`config.mk`:
```
export PLATFORM = sky130hd
export DESIGN_NAME = demux_parity_engine
export DESIGN_NICKNAME = d
export VERILOG_FILES = /design/src/rtl/demux_gates_pkg.sv /design/src/rtl/demux_1to2_cell.sv /design/src/rtl/demux_parity_engine.sv
export SDC_FILE = /design/constraint.sdc
export NUM_CORES = 1
export LEC_CHECK = 0
export BUFFER_PORTS_ARGS = -buffer_cell sky130_fd_sc_hd__buf_2
export CORE_MARGIN = 2
export CORE_UTILIZATION = 45
export DETAILED_ROUTE_END_ITERATION = 8
export PLACE_DENSITY_LB_ADDON = 0.3
export SLEW_MARGIN = 15
export SYNTH_ARGS = -nofsm -noshare
export SYNTH_HDL_FRONTEND = slang
export SYNTH_HIERARCHICAL = 1
export SYNTH_SLANG_ARGS = --single-unit
```
`constraint.sdc`:
```
create_clock -name clk -period 1.6 [get_ports clk]
set_clock_uncertainty 0.05 [all_clocks]
set_input_delay 0.16 -clock clk [delete_from_list [all_inputs] [get_ports clk]]
set_output_delay 0.16 -clock clk [all_outputs]
set_load 0.1 [all_outputs]
```
`src/rtl/demux_gates_pkg.sv`:
```
// Shared types and helpers for the demux-built gate family.
package demux_gates_pkg;

  typedef enum logic [1:0] {
    IDLE  = 2'd0,
    SHIFT = 2'd1,
    DONE  = 2'd2
  } state_t;

  // Number of serial beats needed to walk a word of the given width.
  function automatic int beats(input int width, input int lanes);
    return width / lanes;
  endfunction

endpackage

```
`src/rtl/demux_1to2_cell.sv`:
```
// 1-to-2 demux cell: routes din to y0 when sel=0, to y1 when sel=1.
module demux_1to2_cell (
  input  logic din,
  input  logic sel,
  output logic y0,
  output logic y1
);

  assign y0 = sel ? 1'b0 : din;
  assign y1 = sel ? din  : 1'b0;

endmodule

```
`src/rtl/demux_parity_engine.sv`:
```
// Serial XOR/XNOR-reduce engine, LANES bits per cycle, valid/ready on both
// sides. Every parity toggle is built from demux_1to2_cell pairs: one cell
// passes acc when the data bit is 0, the other passes ~acc when it is 1,
// and their outputs are ORed.
// Optional checker mode: define DEMUX_PARITY_CHECK_EN to add in_parity and
// parity_err.
module demux_parity_engine
  import demux_gates_pkg::*;
#(
  parameter int WIDTH = 8,
  parameter int LANES = 1
) (
  input  logic             clk,
  input  logic             rst_n,
  input  logic             in_valid,
  output logic             in_ready,
  input  logic [WIDTH-1:0] in_data,
`ifdef DEMUX_PARITY_CHECK_EN
  input  logic             in_parity,
  output logic             parity_err,
`endif
  output logic             out_valid,
  input  logic             out_ready,
  output logic             out_xor,
  output logic             out_xnor,
  output logic             busy
);

  localparam int BEATS = beats(WIDTH, LANES);
  localparam int CW    = $clog2(BEATS + 1);

  if (WIDTH < 1 || LANES < 1 || (WIDTH % LANES) != 0) begin : g_bad_cfg
    $error("demux_parity_engine: LANES must divide WIDTH and both must be >= 1");
  end

  state_t           state;
  logic             acc;
  logic [CW-1:0]    cnt;
  logic [WIDTH-1:0] sreg;

  // Toggle chain: chain[l+1] = sreg[l] ? ~chain[l] : chain[l]
  logic [LANES:0]   chain;
  logic [LANES-1:0] nchain;
  logic [LANES-1:0] keep_y0, flip_y1;
  logic [LANES-1:0] unused_keep_y1, unused_flip_y0;
  logic             acc_next;

  assign chain[0] = acc;

  for (genvar l = 0; l < LANES; l++) begin : g_lane
    assign nchain[l] = ~chain[l];

    demux_1to2_cell u_keep (
      .din (chain[l]),
      .sel (sreg[l]),
      .y0  (keep_y0[l]),
      .y1  (unused_keep_y1[l])
    );

    demux_1to2_cell u_flip (
      .din (nchain[l]),
      .sel (sreg[l]),
      .y0  (unused_flip_y0[l]),
      .y1  (flip_y1[l])
    );

    assign chain[l+1] = keep_y0[l] | flip_y1[l];
  end

  assign acc_next = chain[LANES];

`ifdef DEMUX_PARITY_CHECK_EN
  // Checker: final parity toggled once more by the captured parity bit.
  logic par_cap;
  logic nacc_next;
  logic pe_keep, pe_flip, unused_pe_k, unused_pe_f;
  logic perr_next;

  assign nacc_next = ~acc_next;

  demux_1to2_cell u_pe_keep (
    .din (acc_next),
    .sel (par_cap),
    .y0  (pe_keep),
    .y1  (unused_pe_k)
  );

  demux_1to2_cell u_pe_flip (
    .din (nacc_next),
    .sel (par_cap),
    .y0  (unused_pe_f),
    .y1  (pe_flip)
  );

  assign perr_next = pe_keep | pe_flip;

  // Capture the parity bit with the word; register the verdict on the last beat.
  always_ff @(posedge clk or negedge rst_n) begin
    if (!rst_n) begin
      par_cap    <= 1'b0;
      parity_err <= 1'b0;
    end else begin
      if (state == IDLE && in_valid)
        par_cap <= in_parity;
      if (state == SHIFT && cnt == CW'(BEATS - 1))
        parity_err <= perr_next;
    end
  end
`else
  // Generator-only build: no parity input and no checker logic.
`endif

  assign in_ready = (state == IDLE);
  assign busy     = (state != IDLE);

  // Main FSM: capture, shift LANES bits per beat, hold result until taken.
  always_ff @(posedge clk or negedge rst_n) begin
    if (!rst_n) begin
      state     <= IDLE;
      acc       <= 1'b0;
      cnt       <= '0;
      sreg      <= '0;
      out_valid <= 1'b0;
      out_xor   <= 1'b0;
      out_xnor  <= 1'b1;
    end else begin
      case (state)
        IDLE: begin
          if (in_valid) begin
            sreg  <= in_data;
            acc   <= 1'b0;
            cnt   <= '0;
            state <= SHIFT;
          end
        end
        SHIFT: begin
          acc  <= acc_next;
          sreg <= sreg >> LANES;
          cnt  <= cnt + CW'(1);
          if (cnt == CW'(BEATS - 1)) begin
            state     <= DONE;
            out_valid <= 1'b1;
            out_xor   <= acc_next;
            out_xnor  <= ~acc_next;
          end
        end
        DONE: begin
          if (out_ready) begin
            out_valid <= 1'b0;
            state     <= IDLE;
          end
        end
        default: state <= IDLE;
      endcase
    end
  end

endmodule

```
## After elaboration in Yosys (flattened, before gate mapping)

Cells that the tools add are included.

| word-level totals | value |
|---|---|
| bits in registers | 18 |
| bits in latches | 0 |
| RAM bits | 0 |
| bits in read-only memories | 0 |
| input bits | 12 |
| output and inout port bits | 5 |
| memories kept | 0 |

| operators by class | value |
|---|---|
| $add $sub $neg | 1 |
| $mul | 0 |
| divide/modulo/power cells | 0 |
| order comparisons | 0 |
| eq/ne operators | 6 |
| shift operators | 0 |
| muxes and demuxes | 15 |
| bitwise operators | 3 |
| reductions and logical operators | 8 |

Operators by type and width:

| kind | number |
|---|---|
| $pmux W8 S2 | 1 |
| $mux W8 | 1 |
| $pmux W4 S2 | 1 |
| $mux W2 | 3 |
| $ne A2 B2 Y1 const B | 3 |
| $pmux W2 S3 | 1 |
| $reduce_and A3 Y1 | 2 |
| $reduce_bool A2 Y1 | 3 |
| $mux W1 | 5 |
| $add A4 B1 Y4 const B | 1 |
| $eq A4 B3 Y1 const B | 1 |
| $mux W4 | 1 |
| $pmux W1 S2 | 2 |
| $reduce_and A2 Y1 | 2 |
| $eq A2 B1 Y1 const B | 1 |
| $eq A2 B2 Y1 const B | 1 |
| $logic_not A2 Y1 | 1 |
| $not A1 Y1 | 2 |
| $or A1 B1 Y1 | 1 |

## Depth between registers and ports, before layout

Gate-level depths: netlist of the first run.

| logic depth | value |
|---|---|
| depth after elaboration | 4 |
| mapped depth | 4 |
| mapped depth without buffers | 4 |

## Cells and area by module

Netlist of the first run, hierarchy kept.

Modules (own cells, without submodules):

| module | times used | cells each | area an instance (um^2) |
|---|---|---|---|
| demux_parity_engine | 1 | 82 | 858.3 |
| demux_1to2_cell | 2 | 2 | 16.3 |

## Worst setup path before layout of the first run

No wires, ideal clock.

| path | value |
|---|---|
| path type | reg2out |
| start | register state[1] |
| end | output port busy |
| arrival | 2,811 ps |
| required time | 1,390 ps |
| setup slack | -1,421 ps |
| cell stages (with the launch flop) | 4 |
| path buffers | 1 |
| path through | dfrtp_1 > buf_2 > nor2_1 > inv_1 |

| between the ends | value |
|---|---|
| word-level cells in the longest chain between the ends | 1 |

RTL lines:

| what | line | text |
|---|---|---|
| start, declared | demux_parity_engine.sv:36 | `state_t state;` |
| start signal, assigned | demux_parity_engine.sv:119 | `state <= IDLE;` |
| start signal, assigned | demux_parity_engine.sv:133 | `state <= SHIFT;` |
| start signal, assigned | demux_parity_engine.sv:141 | `state <= DONE;` |
| $reduce_bool A2 Y1 | demux_parity_engine.sv:114 | `assign busy = (state != IDLE);` |
| end, declared | demux_parity_engine.sv:26 | `output logic busy` |

No other way between the ends.

## Final worst setup path of the first run

| path | value |
|---|---|
| start | register state[0] |
| end | output port busy |

The elaborated chain is that of the path after synthesis.

==> impl_metrics.json, run 1 <==
{
  "outcome": "finished, final reports clean",
  "r2r_setup_slack_ns": 0.13,
  "numPlacedInstances": 127,
  "floorplan.die_area_um2": 2312,
  "period_share_pct": 96.12,
  "initial_utilization_pct": 49.05,
  "cp_slowest_cell": "dfrtp_2",
  "critical_path_type": "flop to primary output",
  "worstSetupEndpointType": "primary output",
  "grt_antenna_before_repair": 0,
  "core_footprint_um2": 1783,
  "relSlewSlack_pct": 67.82,
  "tightestPinTransition_ns": 0.4861,
  "mappedNetlistArea_um2": 874.6,
  "clock_insertion_delay_worst_skew_ns": 0.29,
  "drc_errors": 0,
  "gp_congestion": 0.7811,
  "clockRootBuffer": "clkbuf_4",
  "clock_tree.htree_level_count": 1,
  "cts-root-to-sink-buffers": 2,
  "clock_sinks": 18,
  "final_cell_count_no_fill": 134,
  "crit_required_ns": 1.39,
  "antenna_left": 0,
  "avgSynthCellArea_um2": 10.41,
  "detail_route.wirelength_um": 1759,
  "grt_util_all_layers_pct": 17.31,
  "period_needed_ns": 1.538,
  "maxCapViolCount": 0,
  "n_antenna_cell": 0,
  "fmax_mhz": 650.2,
  "grt_pass1_wl_um": 2725,
  "port_buf_inserts": 16,
  "cts.clk_slew.worst_paths_ns": 0.10,
  "reported_leakage_power_nw": 0.5030,
  "tritoncts.num_buffers": 3,
  "num_vias": 717,
  "first_global_vias": 664,
  "detail_route.iter0.violations": 18,
  "worst_ir_drop_vdd_mv": 0.9702,
  "rsz0062_at_grt": "no",
  "power_density_nw_per_um2": 2040,
  "post_drt_wl_per_cell_um": 13.13,
  "worstPathCellList": "buf_4 -> nor2_4 -> inv_1 -> buf_12",
  "critical-path-max-stage-delay_ns": 0.47,
  "slew_viol_final": 0,
  "std_cell_rows": 15,
  "hpwlAfterDp_um": 1258,
  "timing.final.setup_violations": 0,
  "post_route_cells_drive_above_1_share_pct": 33.94,
  "timing_hold_violations_final": 0,
  "post-route-util_pct": 62.11,
  "top_level_ports": 17,
  "cts_tree": "built",
  "synthesis.nets": 97,
  "cell_count_after_synthesis": 84,
  "horiz_die_dim_um": 48.09,
  "critPathLaunchType": "flop",
  "largest_net_degree_at_the_start_of_global_routing": 19,
  "grt_overflow": 0,
  "area_growth_pct": 26.61,
  "initial_drt_pass_iterations": 4,
  "crit_path_max_fanout": 7,
  "fin_nets": 123,
  "min-delay-path-class": "input pin to flop",
  "cp_data_arrival_time_ns": 1.33,
  "yosys_warning_total": 6,
  "die_y_um": 48.09,
  "avgViaCountPerCell": 5.351
}
-- area by class of cell --
class / count / area (µm²)
multi-input cells: 60 / 397.9
fillers: 156 / 675.6
inverters: 2 / 7.507
well taps: 25 / 31.28
repair buffers: 25 / 180.2
clock buffers: 4 / 36.28
flip-flops and latches: 18 / 454.2
-- registers in the layout, summed over array words and instances, names as in the netlist --
register and flops:
acc 1, out_valid 1, sreg 8, out_xor 1
state 2, cnt 4, out_xnor 1
-- timing repair --
item | in CTS | in global routing
resized for setup | 1 | 1
setup endpoints to repair | 1 | 1
hold buffers | 1 | 0
hold endpoints to repair | 17 | 0
buffers inserted | 0 | 2
-- path summary, 6_finish.rpt --
path / from / to / cells past startpoint
max: state[0]$_DFFE_PN0P_ / busy / 4
min: in_data[7] / sreg[7]$_DFFE_PN0P_ / 2
max reg2reg: cnt[0]$_DFFE_PN0P_ / state[1]$_DFFE_PN0P_ / 4
min reg2reg: sreg[7]$_DFFE_PN0P_ / sreg[7]$_DFFE_PN0P_ / 1
max in group asynchronous: rst_n / out_xnor$_DFFE_PN1P_ / 2
min in group asynchronous: rst_n / sreg[6]$_DFFE_PN0P_ / 2
-- per-layer routing --
metal	global-route usage [%]	share of wire, %	up-vias
met4	6.486	0	0
met3	4.528	3.4	0
met5	0	0	-
met2	30.40	49	11
li1	-	-	351
met1	20.09	47	355
-- metrics by stage --
stage | hold slack (ns) | total power, W | setup WS (ns) | TNS, ns | instance area, µm²
after floorplan | -0.1856 | 0.001665 | -0.2603 | -0.2603 | 882.1
after global placement | 0.05913 | 0.001931 | 0.1883 | 0 | 1044
after detailed placement | 0.05993 | 0.001961 | 0.1584 | 0 | 1044
after CTS | 0.06638 | 0.002253 | 0.03326 | 0 | 1091
after global routing | 0.09513 | 0.002387 | 0.01906 | 0 | 1107
final | 0.07783 | 0.002259 | 0.06208 | 0 | 1107
-- power by group --
group / internal (W) / switching [W] / leakage [nW]
Clock: 0.000139 / 0.000139 / 0.0210
Combinational: 0.000442 / 0.000735 / 0.260
Sequential: 0.000652 / 0.000153 / 0.222
Total: 0.00123 / 0.00103 / 0.503
-- worst max-delay path: cells and delay by family (launching register included) --
family,cells,cell delay (ns)
buffers and inverters,3,0.42
and+or+nand+nor,1,0.14
DFF,1,0.47
-- layout by cell type (no fill, tap or decap), types with 2 or more instances in the layout --
cell / count
a21oi_1: 10
buf_2: 14
nand3_1: 2
nand2_1: 3
o21ai_0: 9
buf_12: 2
a22o_1: 2
inv_1: 2
nand2b_1: 2
clkbuf_4: 3
dfrtp_2: 2
dfrtp_1: 15
buf_4: 8
a22oi_1: 7
nor2b_1: 8
Note: power is estimated with default switching activity, not from simulation.
==> run 2: changes to the inputs <==
- TNS_END_PERCENT: unset -> 50
- clock period: 1.6 -> 1.9 ns (I/O delays scaled with it)
==> run 2 against run 1 <==
Compared with the run above:
- design area shrank 8.6%
- non-clock buffer count shrank 7
- combinational power shrank 28%
- power shrank 23%
- via count shrank 7.0%
- worst hold slack gained 0.019 ns
- clock power shrank 29%
- global-route usage shrank 0.65 points
- routed wire length shrank 5.9%
- utilization shrank 5.3 points
- first-iteration DRC count shrank 22%
- sequential cell count is the same
- largest cell class unchanged
==> impl_metrics.json, run 2 (same netlist as run 1, synthesis figures left out) <==
{
  "num_vias": 667,
  "area_growth_pct": 15.74,
  "numPlacedInstances": 122,
  "final_cell_count_no_fill": 127,
  "grt_pass1_wl_um": 2511,
  "port_buf_inserts": 16,
  "clock_sinks": 18,
  "relSlewSlack_pct": 63.97,
  "detail_route.wirelength_um": 1656,
  "whs_ns": 0.09646,
  "cts.clk_slew.worst_paths_ns": 0.10,
  "cts_tree": "built",
  "post_route_cells_drive_above_1_share_pct": 26.47,
  "postLayoutSetupSlackWorst_ns": 0.1280,
  "cp_data_arrival_time_ns": 1.53,
  "fin_nets": 116,
  "cpLargestDelayFamily": "flip-flops",
  "min-delay-path-class": "input pin to flop",
  "gp_congestion": 0.8228,
  "crit_path_max_fanout": 16,
  "largest_net_degree_at_the_start_of_global_routing": 19,
  "layout_commonest_cell": "dfrtp_1",
  "setup_tns_ns": 0,
  "power_density_nw_per_um2": 1725,
  "grt_util_all_layers_pct": 16.67,
  "post_drt_wl_per_cell_um": 13.04,
  "largestRegisters": "sreg (8), cnt (4), state (2)",
  "period_needed_ns": 1.772,
  "drc_errors": 0,
  "hpwlAfterDp_um": 1158,
  "tightestPinTransition_ns": 0.5404,
  "clockRootBuffer": "clkbuf_4",
  "avgViaCountPerCell": 5.252,
  "slew_viol_final": 0,
  "grt_overflow": 0,
  "final_cell_mix": "dfrtp_1 (17), buf_2 (16), a21oi_1 (10)",
  "outcome": "finished, final reports clean",
  "worstSetupEndpointType": "primary output",
  "die_y_um": 48.09,
  "cp_slowest_cell": "dfrtp_1",
  "horiz_die_dim_um": 48.09,
  "largest_register": "sreg",
  "maxCapViolCount": 0,
  "report.power.total_w": 0.001746,
  "core_footprint_um2": 1783,
  "worst_ir_drop_vdd_mv": 0.8984,
  "timing_hold_violations_final": 0,
  "clock_insertion_delay_worst_skew_ns": 0.30,
  "worstPathCellList": "nor2_4 -> inv_1 -> buf_2",
  "largest_register_ffs": 8,
  "clock_tree.htree_level_count": 1,
  "reported_leakage_power_nw": 0.4547,
  "antenna_left": 0,
  "ctsResizeCount": 0,
  "initial_drt_pass_iterations": 4,
  "fmax_mhz": 564.3,
  "std_cell_rows": 15,
  "crit_required_ns": 1.66,
  "floorplan.die_area_um2": 2312,
  "post-place-ws_ns": 0.4162,
  "top_level_ports": 17,
  "critical_path_type": "flop to primary output",
  "grt_antenna_before_repair": 0,
  "rsz0062_at_grt": "no",
  "tritoncts.num_buffers": 3,
  "period_share_pct": 93.26,
  "first_global_vias": 590,
  "n_antenna_cell": 0,
  "critical-path-max-stage-delay_ns": 0.68,
  "timing.final.setup_violations": 0,
  "detail_route.iter0.violations": 14,
  "nFillCells": 165,
  "initial_utilization_pct": 49.05,
  "cts-root-to-sink-buffers": 2,
  "critPathLaunchType": "flop",
  "critical_path_buf_inv_count": 2
}
## run 2: cell count changes in the layout (fill, tap and decap cells not counted), sizes merged
cell,change
buf,-7
## run 2: timing repair
action / CTS / global route
hold buffers: 1 / 0
hold endpoints to repair: 17 / 0
setup buffers: 0 / 0
## run 2: layout make-up
type / count / area, µm² / share of cell area (%)
clock buffers: 4 / 26.28 / 2.596
repair buffers: 18 / 97.59 / 9.642
inverters: 2 / 7.507 / 0.7417
multi-input cells: 60 / 397.9 / 39.31
flip-flops and latches: 18 / 451.7 / 44.62
well taps: 25 / 31.28 / 3.090
## run 2: path summary, 6_finish.rpt
| kind | startpoint | end | slack (ns) | depth (start not counted) |
|---|---|---|---|---|
| min | in_data[7] | sreg[7]$_DFFE_PN0P_ | 0.1 | 2 |
| min reg2reg | out_valid$_DFFE_PN0P_ | out_valid$_DFFE_PN0P_ | 0.44 | 1 |
| max | state[0]$_DFFE_PN0P_ | busy | 0.13 | 3 |
| min in group asynchronous | rst_n | sreg[4]$_DFFE_PN0P_ | 0.28 | 2 |
| max in group asynchronous | rst_n | out_xnor$_DFFE_PN1P_ | 1.20 | 2 |
| max reg2reg | state[0]$_DFFE_PN0P_ | out_xnor$_DFFE_PN1P_ | 0.38 | 3 |
## run 2: routing by layer
layer  vias to the layer above  track usage [%]  routed length, µm
li1                        338                -                  -
met1                       310            19.33                769
met2                        14            27.20                792
met3                         5            4.528                 57
met4                         0            10.27                 37
met5                         -                0                  0
## run 2: where the power goes
group	internal [W]	total (W)	switching, W
clock network	0.0000818	0.000197	0.000115
registers	0.000546	0.000701	0.000154
logic	0.000282	0.000849	0.000567
## run 2: metrics by stage
stage,area [µm²],util [%]
5_1_grt,1012,56.77
4_1_cts,1012,56.77
6_report,1012,56.77
2_1_floorplan,882.1,-
3_3_place_gp,975.9,54.74
3_5_place_dp,975.9,54.74
